### src/rtl/piccolo128_dec_iter.sv
// Iterative Piccolo-128 decryption core: one of 31 rounds per clock.
// Round keys are picked from the stored master key by round index.
module piccolo128_dec_iter (
    input  logic         clk,
    input  logic         reset,
    input  logic         start,
    input  logic [0:127] keyin,
    input  logic [0:63]  ciphertext,
    output logic [0:63]  plaintext,
    output logic         busy,
    output logic         done
);

    typedef enum logic [1:0] {StIdle, StRun, StDone} state_e;

    state_e       fsm_q;
    logic [4:0]   round_q;
    logic [0:127] key_q;
    logic [0:63]  state_q;

    function automatic logic [3:0] sbox(input logic [3:0] x);
        case (x)
            4'h0: return 4'he;  4'h1: return 4'h4;  4'h2: return 4'hb;  4'h3: return 4'h2;
            4'h4: return 4'h3;  4'h5: return 4'h8;  4'h6: return 4'h0;  4'h7: return 4'h9;
            4'h8: return 4'h1;  4'h9: return 4'ha;  4'ha: return 4'h7;  4'hb: return 4'hf;
            4'hc: return 4'h6;  4'hd: return 4'hc;  4'he: return 4'h5;  default: return 4'hd;
        endcase
    endfunction

    // Multiply by x in GF(2^4) modulo x^4+x+1.
    function automatic logic [3:0] gf2(input logic [3:0] a);
        return {a[2:0], 1'b0} ^ (a[3] ? 4'h3 : 4'h0);
    endfunction

    function automatic logic [15:0] f_fn(input logic [15:0] x);
        logic [3:0] a0, a1, a2, a3, y0, y1, y2, y3;
        a0 = sbox(x[15:12]);
        a1 = sbox(x[11:8]);
        a2 = sbox(x[7:4]);
        a3 = sbox(x[3:0]);
        y0 = gf2(a0) ^ gf2(a1) ^ a1 ^ a2 ^ a3;
        y1 = a0 ^ gf2(a1) ^ gf2(a2) ^ a2 ^ a3;
        y2 = a0 ^ a1 ^ gf2(a2) ^ gf2(a3) ^ a3;
        y3 = gf2(a0) ^ a0 ^ a1 ^ a2 ^ gf2(a3);
        return {sbox(y0), sbox(y1), sbox(y2), sbox(y3)};
    endfunction

    // One application of the schedule's word permutation (k2,k1,k6,k7,k0,k3,k4,k5).
    function automatic logic [2:0] perm_step(input logic [2:0] m);
        case (m)
            3'd0: return 3'd2;  3'd1: return 3'd1;  3'd2: return 3'd6;  3'd3: return 3'd7;
            3'd4: return 3'd0;  3'd5: return 3'd3;  3'd6: return 3'd4;  default: return 3'd5;
        endcase
    endfunction

    // Key word feeding rk_j: position (j+2) mod 8 after floor((j+2)/8) permutations.
    function automatic logic [15:0] key_word(input logic [0:127] k, input logic [5:0] j);
        logic [5:0] jj;
        logic [2:0] idx;
        logic [2:0] n;
        jj  = j + 6'd2;
        idx = jj[2:0];
        n   = jj[5:3];
        for (int t = 0; t < 7; t++) begin
            if (3'(t) < n) idx = perm_step(idx);
        end
        return k[{idx, 4'b0000} +: 16];
    endfunction

    function automatic logic [31:0] con_pair(input logic [4:0] c);
        return {c, 5'd0, c, 2'b00, c, 5'd0, c} ^ 32'h6547a98b;
    endfunction

    logic [15:0] w0, w1, w2, w3, x1n, x3n;
    logic [15:0] rk_a, rk_b, rk0, rk1, wk0_in, wk1_in, wk2, wk3;
    logic [5:0]  ja, jb;
    logic [31:0] con;
    logic [0:63] round_out, final_out;

    always_comb begin
        w0 = state_q[0:15];
        w1 = state_q[16:31];
        w2 = state_q[32:47];
        w3 = state_q[48:63];
        ja = 6'd60 - {round_q, 1'b0};
        jb = ja + 6'd1;
        con  = con_pair(5'd31 - round_q);
        rk_a = key_word(key_q, ja) ^ con[31:16];
        rk_b = key_word(key_q, jb) ^ con[15:0];
        rk0  = round_q[0] ? rk_b : rk_a;
        rk1  = round_q[0] ? rk_a : rk_b;
        x1n  = w1 ^ f_fn(w0) ^ rk0;
        x3n  = w3 ^ f_fn(w2) ^ rk1;
        round_out = {x1n[15:8], x3n[7:0], w2[15:8], w0[7:0],
                     x3n[15:8], x1n[7:0], w0[15:8], w2[7:0]};
        wk0_in = {keyin[64:71], keyin[120:127]};
        wk1_in = {keyin[112:119], keyin[72:79]};
        wk2    = {key_q[0:7], key_q[24:31]};
        wk3    = {key_q[16:23], key_q[8:15]};
        // Last round skips the permutation.
        final_out = {w0 ^ wk2, x1n, w2 ^ wk3, x3n};
    end

    always_ff @(posedge clk or negedge reset) begin
        if (!reset) begin
            fsm_q     <= StIdle;
            round_q   <= '0;
            key_q     <= '0;
            state_q   <= '0;
            plaintext <= '0;
            busy      <= 1'b0;
            done      <= 1'b0;
        end else begin
            unique case (fsm_q)
                StIdle: begin
                    if (start) begin
                        key_q   <= keyin;
                        state_q <= {ciphertext[0:15] ^ wk0_in, ciphertext[16:31],
                                    ciphertext[32:47] ^ wk1_in, ciphertext[48:63]};
                        round_q <= '0;
                        busy    <= 1'b1;
                        fsm_q   <= StRun;
                    end
                end
                StRun: begin
                    if (round_q == 5'd30) begin
                        plaintext <= final_out;
                        busy      <= 1'b0;
                        done      <= 1'b1;
                        round_q   <= '0;
                        fsm_q     <= StDone;
                    end else begin
                        state_q <= round_out;
                        round_q <= round_q + 5'd1;
                    end
                end
                StDone: begin
                    done  <= 1'b0;
                    fsm_q <= StIdle;
                end
                default: fsm_q <= StIdle;
            endcase
        end
    end

endmodule

### config.mk
export PLATFORM = sky130hd
export DESIGN_NAME = piccolo128_dec_iter
export DESIGN_NICKNAME = d
export VERILOG_FILES = /design/src/rtl/piccolo128_dec_iter.sv
export SDC_FILE = /design/constraint.sdc
export NUM_CORES = 1
export LEC_CHECK = 0
export ABC_AREA = 1
export CELL_PAD_IN_SITES_DETAIL_PLACEMENT = 0
export CELL_PAD_IN_SITES_GLOBAL_PLACEMENT = 1
export CORE_ASPECT_RATIO = 0.6
export CORE_UTILIZATION = 34
export CTS_BUF_LIST = sky130_fd_sc_hd__clkbuf_4
export DETAILED_ROUTE_END_ITERATION = 8
export GPL_ROUTABILITY_DRIVEN = 1
export HOLD_SLACK_MARGIN = 0.1
export PLACE_DENSITY_LB_ADDON = 0.1
export SKIP_CTS_REPAIR_TIMING = 1
export SLEW_MARGIN = 10
export SYNTH_ARGS = -nofsm -noshare
export SYNTH_HDL_FRONTEND = slang
export SYNTH_SLANG_ARGS = --single-unit
### constraint.sdc
create_clock -name clk -period 11.11 [get_ports clk]
set_clock_uncertainty 0.15 [all_clocks]
set_input_delay 2.7775 -clock clk [delete_from_list [all_inputs] [get_ports clk]]
set_output_delay 2.7775 -clock clk [all_outputs]
set_load 0.02 [all_outputs]
# Yosys cells after proc, flatten, opt, wreduce, memory -nomap -nowiden
# Memories as Yosys holds them, arrays and structs flattened.
# Cells that the tools add are included.
# W data, S select, Z words.
# totals
n_memories	16
reg_bits	265
output_inout_bits	66
ramBits	0
latch_bits	0
elab_cells	264
mem_bits_ro	1024
# classes
n_reduce_logical	24
n_lt_le_gt_ge	14
n_div	0
shifts	2
n_mux	52
n_bitwise	53
n_eq_ne	90
addsub	6
mul	0
# mem_list
memory	depth	word_bits	rd	rd_clocked_by_memory_dff	wr	line	text
(name not given)	16	4	1	0	0	22	case (x)
(name not given)	16	4	1	0	0	22	
(name not given)	16	4	1	0	0	22	
(name not given)	16	4	1	0	0	22	
(name not given)	16	4	1	0	0	22	
(name not given)	16	4	1	0	0	22	
10 more memories	--	--	--	--	--	--	
# op_table
cell	count
$pmux W3 S7	14
$shiftx A128 B8 Y129	2
$xor A16 B16 Y16	10
$mux W64	2
$pmux W64 S2	1
$xor A4 B4 Y4	32
$eq A3 B3 Y1 const B	42
$eq A3 B2 Y1 const B	28
$eq A3 B1 Y1 const B	14
$logic_not A3 Y1	14
$mux W3	14
$mux W16	2
$xor A4 B2 Y4	8
$mux W2	10
$lt A3 B3 Y1 const A	6
$not A16 Y16	1
$not A7 Y8	2
$add A6 B2 Y6 const B	2
$lt A1 B3 Y1 const A	4
$lt A2 B3 Y1 const A	4
$mux W5	2
$pmux W5 S2	1
$reduce_and A2 Y1	5
$add A6 B1 Y6 const B	1
other kinds (13)	20

# Depth between registers and ports, before layout
# Gate-level depths: netlist (run 1).
# logic_depth
depth_word	31
depth_mapped	34

# Least setup slack after synthesis (run 1)
# Ideal clock, no wire load.
# synth_path
path_type	input -> register
startpoint	input port start
endpoint	register state_q[26] (netlist bit)
path_slack_ps	6897
cell_stages	7
required_time_ps	10878
t_arrival_ps	3981
path_cell_list	nand2_1 -> inv_2 -> nor2_1 -> inv_1 -> clkbuf_1 -> clkbuf_1 -> a31oi_1
# synth_via
elab_chain_cells	2
# synth_rtl
item	line	text
from (decl)	6	input logic start,
$ne A2 B2 Y1 (no source line)	--	
$reduce_and A3 Y1 (no source line)	--	
to (signal assigned)	118	state_q <= {ciphertext[0:15] ^ wk0_in, ciphertext[16:31],
to (signal assigned)	133	state_q <= round_out;
to (decl)	19	logic [0:63] state_q;
# Every way passes these cells.
# A chain may end at the register's enable or synchronous reset.

# Worst setup path after layout (run 1)
# layout_path
startpoint	register round_q[0]
endpoint	register state_q[42] (netlist bit)
# layout_via
elab_chain_cells	31
elab_cells_between_ends	158
# layout_rtl
item	line	text
from (decl)	17	logic [4:0] round_q;
from (signal assigned)	134	round_q <= round_q + 5'd1;
$sub A6 B6 Y6	85	ja = 6'd60 - {round_q, 1'b0};
$add A6 B1 Y6	86	jb = ja + 6'd1;
$add A6 B2 Y6	61	jj = j + 6'd2;
$eq A3 B3 Y1, or another cell as far along	50	case (m)
$pmux W3 S7	50	
$mux W3	65	if (3'(t) < n) idx = perm_step(idx);
$eq A3 B3 Y1, or another cell as far along	50	
$pmux W3 S7	50	
[15 not listed]	--	
$mux W3	65	
$not A7 Y8 (not written as such)	67	return k[{idx, 4'b0000} +: 16];
$shiftx A128 B8 Y129	67	
$xor A16 B16 Y16	89	rk_b = key_word(key_q, jb) ^ con[15:0];
$mux W16	90	rk0 = round_q[0] ? rk_b : rk_a;
$xor A16 B16 Y16	92	x1n = w1 ^ f_fn(w0) ^ rk0;
$mux W64	126	if (round_q == 5'd30) begin
$pmux W64 S2	114	unique case (fsm_q)
# Several ways; a longest one is shown, not always the timed one. The select of a mux whose other input is x is not followed.

==> impl_metrics.json, run 1 <==
{
  "synth_compound_area_frac": 0.105,
  "viasPerCell": 5.11,
  "crit_arrival_ns": 7.13,
  "dpl.hpwl_um": 61300,
  "wl_per_cell_um": 22.8,
  "numPortBuffers": 260,
  "detail-route-antenna-nets": 0,
  "slowest_delay_ns": 0.79,
  "cts_made_buffers": 73,
  "r2r_end": "state_q[42]$_DFFE_PN0P_",
  "crit_top_cell": "nand2_1",
  "fin_crit_ns": 6.60,
  "drive_gt1_frac": 0.0774,
  "antenna_found_initial": 2,
  "globalRouteMet3Util": 0.0669,
  "core_um2": 51600,
  "outcome": "completed",
  "min_period_over_period": 0.594,
  "synth_top_family_by_area": "simple AND/OR/NAND/NOR gates",
  "min_to": "plaintext[45]$_DFFE_PN0P_",
  "yosysUniqueCellTypes": 44,
  "synthCells": 2512,
  "clock_path_buffers": 3,
  "hold_viol": 0,
  "synth_nets": 2766,
  "rows": 64,
  "rsz0062_at_grt": "false",
  "max_cap_violations": 0,
  "die_height_um": 180,
  "start_util": 0.349,
  "cts_max_level": 3,
  "io_pins": 261,
  "vias": 17800,
  "final_common_cell": "nand2_1",
  "ys_ff_latch": 265,
  "fillCellCount": 5380,
  "yosys.area_share.simple": 0.300,
  "holdCritStartpoint": "plaintext[45]$_DFFE_PN0P_",
  "crit_path_start_kind": "flip-flop",
  "cp_slowest_cell": "nand2_2",
  "cp-end-kind": "flip-flop",
  "fmax_mhz": 152,
  "cts_root_buf": "clkbuf_4",
  "holdPathStages": 2,
  "synth_mux_area_frac": 0,
  "hp-class": "reg2reg",
  "syn_avg_cell_area_um2": 7.16,
  "slew_headroom": 0.248,
  "grt_pass1_vias": 16900,
  "drt_wl_total_um": 79400,
  "clk_pin_slew_ns": 0.07,
  "rr_startpoint": "round_q[0]$_DFFE_PN0P_",
  "die-area_um2": 53900,
  "met1_usage": 0.461,
  "setup_tns_ns": 0,
  "drt_iter0_markers": 1764,
  "die_w_um": 299,
  "track_usage": 0.295,
  "syn-cell-area_um2": 18000,
  "path_max_fanout": 48,
  "place_congestion": 0.940,
  "worstSetupPathType": "reg2reg",
  "cts_tree": "done",
  "r2r_slack_ns": 4.51,
  "ys_seq_area_frac": 0.369,
  "met2_usage": 0.400,
  "tightest_slew_ns": 1.12,
  "cp_cell_sequence": "inv_2 -> ha_1 -> nand2_1 -> nand3b_1 -> nand2_1 -> nand2_2 -> nor2_4 -> nand3_1 -> nand2_1 -> nand3_1 -> nand2_1 -> nand3_2 -> a21oi_4 -> inv_2 -> nand2_2 -> nand2_2 -> inv_2 -> o21ai_0 -> o21ai_1 -> nand2_1 -> nand3_1 -> nand3_1 -> nand2_1 -> nand2_1",
  "finalMaxSlewViolations": 0,
  "area_delta_synth_final_pct": 21.9,
  "cts_sinks": 265,
  "fin_nets": 2995,
  "grt_overflow": 0,
  "fin_util": 0.425,
  "grt_first_pass_wirelength_um": 116000,
  "final_cell_mix": "nand2_1 (885), dfrtp_1 (264), clkdlybuf4s50_1 (259)",
  "dr.pass1.iters": 5,
  "synth-xor-area-share": 0.101,
  "synth-adder-area-share": 0.0410,
  "crit_required_ns": 11.64,
  "ys_warn_count": 0,
  "r2r_cells": 24,
  "stdcell_area_um2": 21900,
  "grt_busiest_layer": "met1",
  "remaining_drc_errors": 0,
  "clk-insertion-delay-late_ns": 0.81,
  "grt_max_degree": 97,
  "postPlaceCellArea_um2": 21000,
  "setup_viol": 0
}
-- final cells by class --
| cell class | instances | area, µm² | area share |
|---|---|---|---|
| clock buffers | 101 | 758 | 0.0346 |
| inverters | 252 | 948 | 0.0433 |
| flip-flops and latches | 265 | 6630 | 0.302 |
| diodes | 2 | 5.00 | 0.000228 |
| repair buffers | 277 | 2740 | 0.125 |
| clock inverters | 22 | 120 | 0.00548 |
| well taps | 693 | 867 | 0.0395 |
| multi-input cells | 1872 | 9860 | 0.450 |
-- worst max-delay path, delay by kind of cell, from the launching register on --
kind / cells / cell delay, ns
fa+ha+maj: 1 / 0.33
simple gates: 17 / 3.30
compound gates: 3 / 0.87
buf+inv: 3 / 1.35
flops: 1 / 0.41
-- cells by family after synthesis --
logic type	after synthesis
fa+ha+maj	59
xor+xnor	205
compound gates	329
flops	265
buf+inv	375
simple gates	1279
-- sequential cells by signal (all words and copies together) (netlist names) --
name       cells
state_q       64
fsm_q          2
key_q        128
round_q        5
busy           1
done           1
plaintext     64
-- layer usage --
metal | vias up | routed length [µm]
met5 | - | 152
met4 | 2 | 1570
met3 | 86 | 6870
met2 | 700 | 31100
met1 | 8549 | 39700
li1 | 8455 | -
-- per-stage QoR --
step | cells | hold WS [ns] | setup WS, ns
6_report | 3484 | 0.333 | 4.51
3_3_place_gp | 3359 | 0.316 | 4.66
5_1_grt | 3483 | 0.350 | 4.11
4_1_cts | 3482 | 0.337 | 4.64
2_1_floorplan | 2512 | 0.294 | 6.90
3_5_place_dp | 3359 | 0.316 | 4.66
-- Yosys cell counts, drive strengths merged --
master,count,area share
o21a,3,0.0013
nand4,5,0.0017
clkinv,1,0.00021
ha,59,0.041
a2bb2oi,1,0.00083
o2111ai,1,0.00049
a31oi,40,0.014
a22oi,1,0.00042
o221ai,2,0.00097
xor2,112,0.055
o22ai,2,0.00070
or2,38,0.013
nand2,902,0.19
o32ai,3,0.0015
nand3b,17,0.0078
buf,50,0.017
a21oi,20,0.0062
nand3,246,0.070
inv,251,0.052
dfrtp,265,0.37
clkbuf,73,0.015
xnor2,93,0.045
o31ai,3,0.0013
o211ai,46,0.019
o21ai,207,0.058
nor2,71,0.016
-- worst max-delay path by stage --
stage                                 startpoint  cells past startpoint                      end
after floorplan                            start                      7  state_q[26]$_DFFE_PN0P_
after CTS                 round_q[0]$_DFFE_PN0P_                     24  state_q[42]$_DFFE_PN0P_
after detailed placement  round_q[0]$_DFFE_PN0P_                     24  state_q[42]$_DFFE_PN0P_
after global routing      round_q[0]$_DFFE_PN0P_                     24  state_q[42]$_DFFE_PN0P_
after global placement    round_q[0]$_DFFE_PN0P_                     24  state_q[42]$_DFFE_PN0P_
final                     round_q[0]$_DFFE_PN0P_                     24  state_q[42]$_DFFE_PN0P_
Power of run 1 is not shown: default switching activity piles up to over one toggle a cycle in this logic, so the estimate is an artifact.
==> run 2: changes to the inputs <==
Clock period 11.11 ns to 6 ns, I/O delays scaled along.
==> run 2 against run 1 <==
  * Critical path depth rose by 4
  * Non-clock buffer count increased by 9
  * Wire length is 1.5% lower
  * Largest cell class unchanged
  * Flip-flop and latch count stayed put
  * Die area unchanged
  * First-iteration DRC count fell by 2.7%
  * Critical path type unchanged
  * Final cell count is 0.17% higher
  * Core utilization rose by 0.051 points
  * Highest routed layer is now met4
  * Count of clock-buffer cells in the layout decreased by 12
  * Cell area up 0.12%
  * Hold slack got worse by 0.0016 ns
  * Critical endpoint is now state_q[40]$_DFFE_PN0P_
==> impl_metrics.json, run 2 (synthesis results as in run 1) <==
{
  "final_cell_mix": "nand2_1 (885), dfrtp_1 (265), clkdlybuf4s50_1 (259)",
  "cts_root_buf": "clkbuf_4",
  "min_period_over_period": 0.861,
  "grt_overflow": 0,
  "area_delta_synth_final_pct": 22.0,
  "r2r_slack_ns": 0.84,
  "stdcell_area_um2": 22000,
  "drt_wl_total_um": 78100,
  "fmax_mhz": 194,
  "hp-class": "reg2reg",
  "seq_area_um2": 6630,
  "rows": 64,
  "drt_iter0_markers": 1716,
  "clk_pin_slew_ns": 0.07,
  "core_um2": 51600,
  "path_max_fanout": 36,
  "grt_max_degree": 163,
  "fillCellCount": 5386,
  "cts_made_buffers": 71,
  "crit_path_start_kind": "flip-flop",
  "dpl.hpwl_um": 60600,
  "tightest_slew_ns": 1.09,
  "rr_startpoint": "round_q[1]$_DFFE_PN0P_",
  "reg_top3": "key_q (128), plaintext (64), state_q (64)",
  "numPortBuffers": 260,
  "r2r_end": "state_q[40]$_DFFE_PN0P_",
  "clock_path_buffers": 3,
  "fin_nets": 3002,
  "cts_max_level": 3,
  "cts_sinks": 265,
  "worstSetupEndpoint": "state_q[40]$_DFFE_PN0P_",
  "outcome": "completed",
  "worstSetupPathType": "reg2reg",
  "cp_slowest_cell": "nand2_2",
  "crit_arrival_ns": 5.72,
  "pre_cts_ws_ns": 0.910,
  "rsz0062_at_grt": "false",
  "remaining_drc_errors": 0,
  "die_w_um": 299,
  "largest_reg_flops": 128,
  "viasPerCell": 5.03,
  "postPlaceCellArea_um2": 21100,
  "drive_gt1_frac": 0.0784,
  "setup_viol": 0,
  "die_height_um": 180,
  "grt_first_pass_wirelength_um": 114000,
  "multi_input_area_um2": 9860,
  "cp-end-kind": "flip-flop",
  "antenna_found_initial": 4,
  "dr.pass1.iters": 5,
  "setup_ws_ns": 0.836,
  "cts_tree": "done",
  "crit_top_cell": "nand2_1",
  "hold_viol": 0,
  "grt_pass1_vias": 16800,
  "die-area_um2": 53900,
  "finalMaxSlewViolations": 0,
  "track_usage": 0.290,
  "crit_required_ns": 6.56,
  "vias": 17500,
  "slew_headroom": 0.274,
  "crit_start": "round_q[1]$_DFFE_PN0P_",
  "wl_per_cell_um": 22.4,
  "setup_tns_ns": 0,
  "r2r_cells": 28,
  "place_congestion": 0.905,
  "clk-insertion-delay-late_ns": 0.82,
  "detail-route-antenna-nets": 0,
  "slowest_delay_ns": 0.72,
  "regMostFlops": "key_q",
  "io_pins": 261,
  "final_common_cell": "nand2_1",
  "start_util": 0.349,
  "max_cap_violations": 0,
  "fin_crit_ns": 5.16
}
-- run 2: changes by cell type in the layout (fill, tap and decap cells not counted), moves of 2 or more --
cell        change
clkinv_2        +5
clkbuf_4       -12
clkinvlp_4      +2
buf_4           +7
buf_12          +2
-- run 2: critical path, delay by kind of cell (launching register included) --
family,cells,cell delay (ns)
simple gates,21,3.29
flops,1,0.67
buf+inv,5,0.51
fa+ha+maj,1,0.32
compound gates,1,0.12
-- run 2: worst min-delay path by stage --
stage / slack (ns) / to / depth (start not counted) / startpoint
after global routing: 0.35 / key_q[46]$_DFFE_PN0P_ / 2 / key_q[46]$_DFFE_PN0P_
after detailed placement: 0.31 / key_q[46]$_DFFE_PN0P_ / 2 / key_q[46]$_DFFE_PN0P_
after CTS: 0.33 / key_q[46]$_DFFE_PN0P_ / 2 / key_q[46]$_DFFE_PN0P_
after floorplan: 0.29 / key_q[110]$_DFFE_PN0P_ / 2 / key_q[110]$_DFFE_PN0P_
after global placement: 0.31 / key_q[46]$_DFFE_PN0P_ / 2 / key_q[46]$_DFFE_PN0P_
final: 0.33 / plaintext[9]$_DFFE_PN0P_ / 2 / plaintext[9]$_DFFE_PN0P_
-- run 2: area by class of cell --
class / count / area share
timing repair buffer: 286 / 0.129
sequential: 265 / 0.302
antenna: 3 / 0.000342
multi-input combinational: 1872 / 0.449
clock buffer: 89 / 0.0304
inverter: 252 / 0.0432
clock inverter: 30 / 0.00650
tap: 693 / 0.0395
-- run 2: per-stage QoR --
| step | util | hold slack (ns) | std cells |
|---|---|---|---|
| after floorplan | - | 0.294 | 2512 |
| after global placement | 0.410 | 0.312 | 3368 |
| after detailed placement | 0.410 | 0.311 | 3368 |
| after CTS | 0.426 | 0.328 | 3487 |
| after global routing | 0.426 | 0.354 | 3488 |
| final | 0.426 | 0.332 | 3490 |
-- run 2: routing by layer --
layer | vias to the layer above | global-route usage | part of all wire
met5 | - | 0 | 0
met3 | 97 | 0.0964 | 0.10
met2 | 714 | 0.388 | 0.38
met4 | 0 | 0.0769 | 0.024
met1 | 8257 | 0.436 | 0.49
li1 | 8481 | - | -
Power of run 2 is left out for the same reason.
==> edit: new RTL, config.mk and constraints of run 2 <==
Reset style: synchronous (`reset`), changed in one clocked block.
--- a/src/rtl/piccolo128_dec_iter.sv
+++ b/src/rtl/piccolo128_dec_iter.sv
@@ -102,5 +102,5 @@
     end
 
-    always_ff @(posedge clk or negedge reset) begin
+    always_ff @(posedge clk) begin
         if (!reset) begin
             fsm_q     <= StIdle;
Function: not settled (the Yosys comparison gave no result); the edit may change what the design does.
==> edit against run 2 <==
  * Sequential cell count is 32 higher
  * Final area is 1.5% higher
  * Wire length hardly changed
  * Worst setup slack worse by 0.14 ns
  * Largest cell class unchanged
  * Area after synthesis is 0.72% higher
  * Core utilization is 0.20 points lower
==> edit: results (changes against run 2) <==
CP Launch Point round_q[1]$_SDFFE_PN0P_ (was round_q[1]$_DFFE_PN0P_); Cell Area, Placed 21,300 µm² (was 21,100 µm²); critical path's slowest cell dfxtp_1 (was nand2_2); DR iter-0 viols 1,680 (was 1,716); vias in the first global route 17,700 (was 16,800); share of cell area taken by multi-input logic gates 47.4% (was 44.9%); Post-Layout Cell Count 3,646 (was 3,490); CTS buffer count 81 (was 71); Synth Instances 2,648 (was 2,512); layout cell share with drive strength beyond 1 9.96% (was 7.84%); gpl congestion 0.932 (was 0.905); final wirelength 78.1 mm (about the same); detailed-route via count 18,500 (was 17,500); status finished clean (unchanged); top cells by area, synth dfxtp_1 33%, nand2_1 12%, nand3_1 7.4%, xnor2_1 5.7%, o21ai_0 5.4% (was dfrtp_1 37%, nand2_1 18%, nand3_1 6.7%, xor2_1 5.4%, o21ai_0 5.2%); initial antenna violation count 3 (was 4); hpwl dp 61.5 mm (was 60.6 mm); setup ws final 0.692 ns (was 0.836 ns); Crit Path Max Fanout 37 (was 36); Non-clock buffers 295 (was 286); Most used DFF post-synth dfxtp_1 (was dfrtp_1); Seq/total area 26.7% (was 30.2%); placed cells 3,507 (was 3,368); worst slew pin tran 1.07 ns (was 1.09 ns); most instantiated cells after synthesis 594 x nand2_1, 297 x dfxtp_1, 268 x nand3_1, 253 x nor2_1, 232 x inv_1 (was 886 x nand2_1, 265 x dfrtp_1, 241 x nand3_1, 234 x inv_1, 187 x o21ai_0); critical path's largest stage delay 0.58 ns (was 0.72 ns)
edit: where the power goes:
| part | switching (W) | internal, W |
|---|---|---|
| registers | 0.000392 | 0.00226 |
| clock network | 0.000953 | 0.000904 |
| logic | 0.00785 | 0.00324 |
| total | 0.00920 | 0.00640 |
edit: kinds of logic (layout without fill, tap and decap cells):
group	Yosys count	count (layout)	share of synthesized area, %
other	0	2	0
adder cells (fa/ha/maj)	67	67	4.63
flip-flops	297	297	32.8
XOR/XNOR	205	205	9.91
AO/OA/AOI/OAI	453	453	14.3
buffers and inverters	403	696	9.03
AND/OR/NAND/NOR	1223	1223	29.3
edit: metal layers:
| metal | up-vias | global-route usage, % | share of wire [%] | wire [µm] |
|---|---|---|---|---|
| met5 | - | 1.15 | 0.11 | 85 |
| met4 | 2 | 8.90 | 2.8 | 2190 |
| met3 | 128 | 7.17 | 8.4 | 6530 |
| met2 | 669 | 40.2 | 40 | 31000 |
| met1 | 8629 | 42.0 | 49 | 38300 |
| li1 | 9086 | - | - | - |
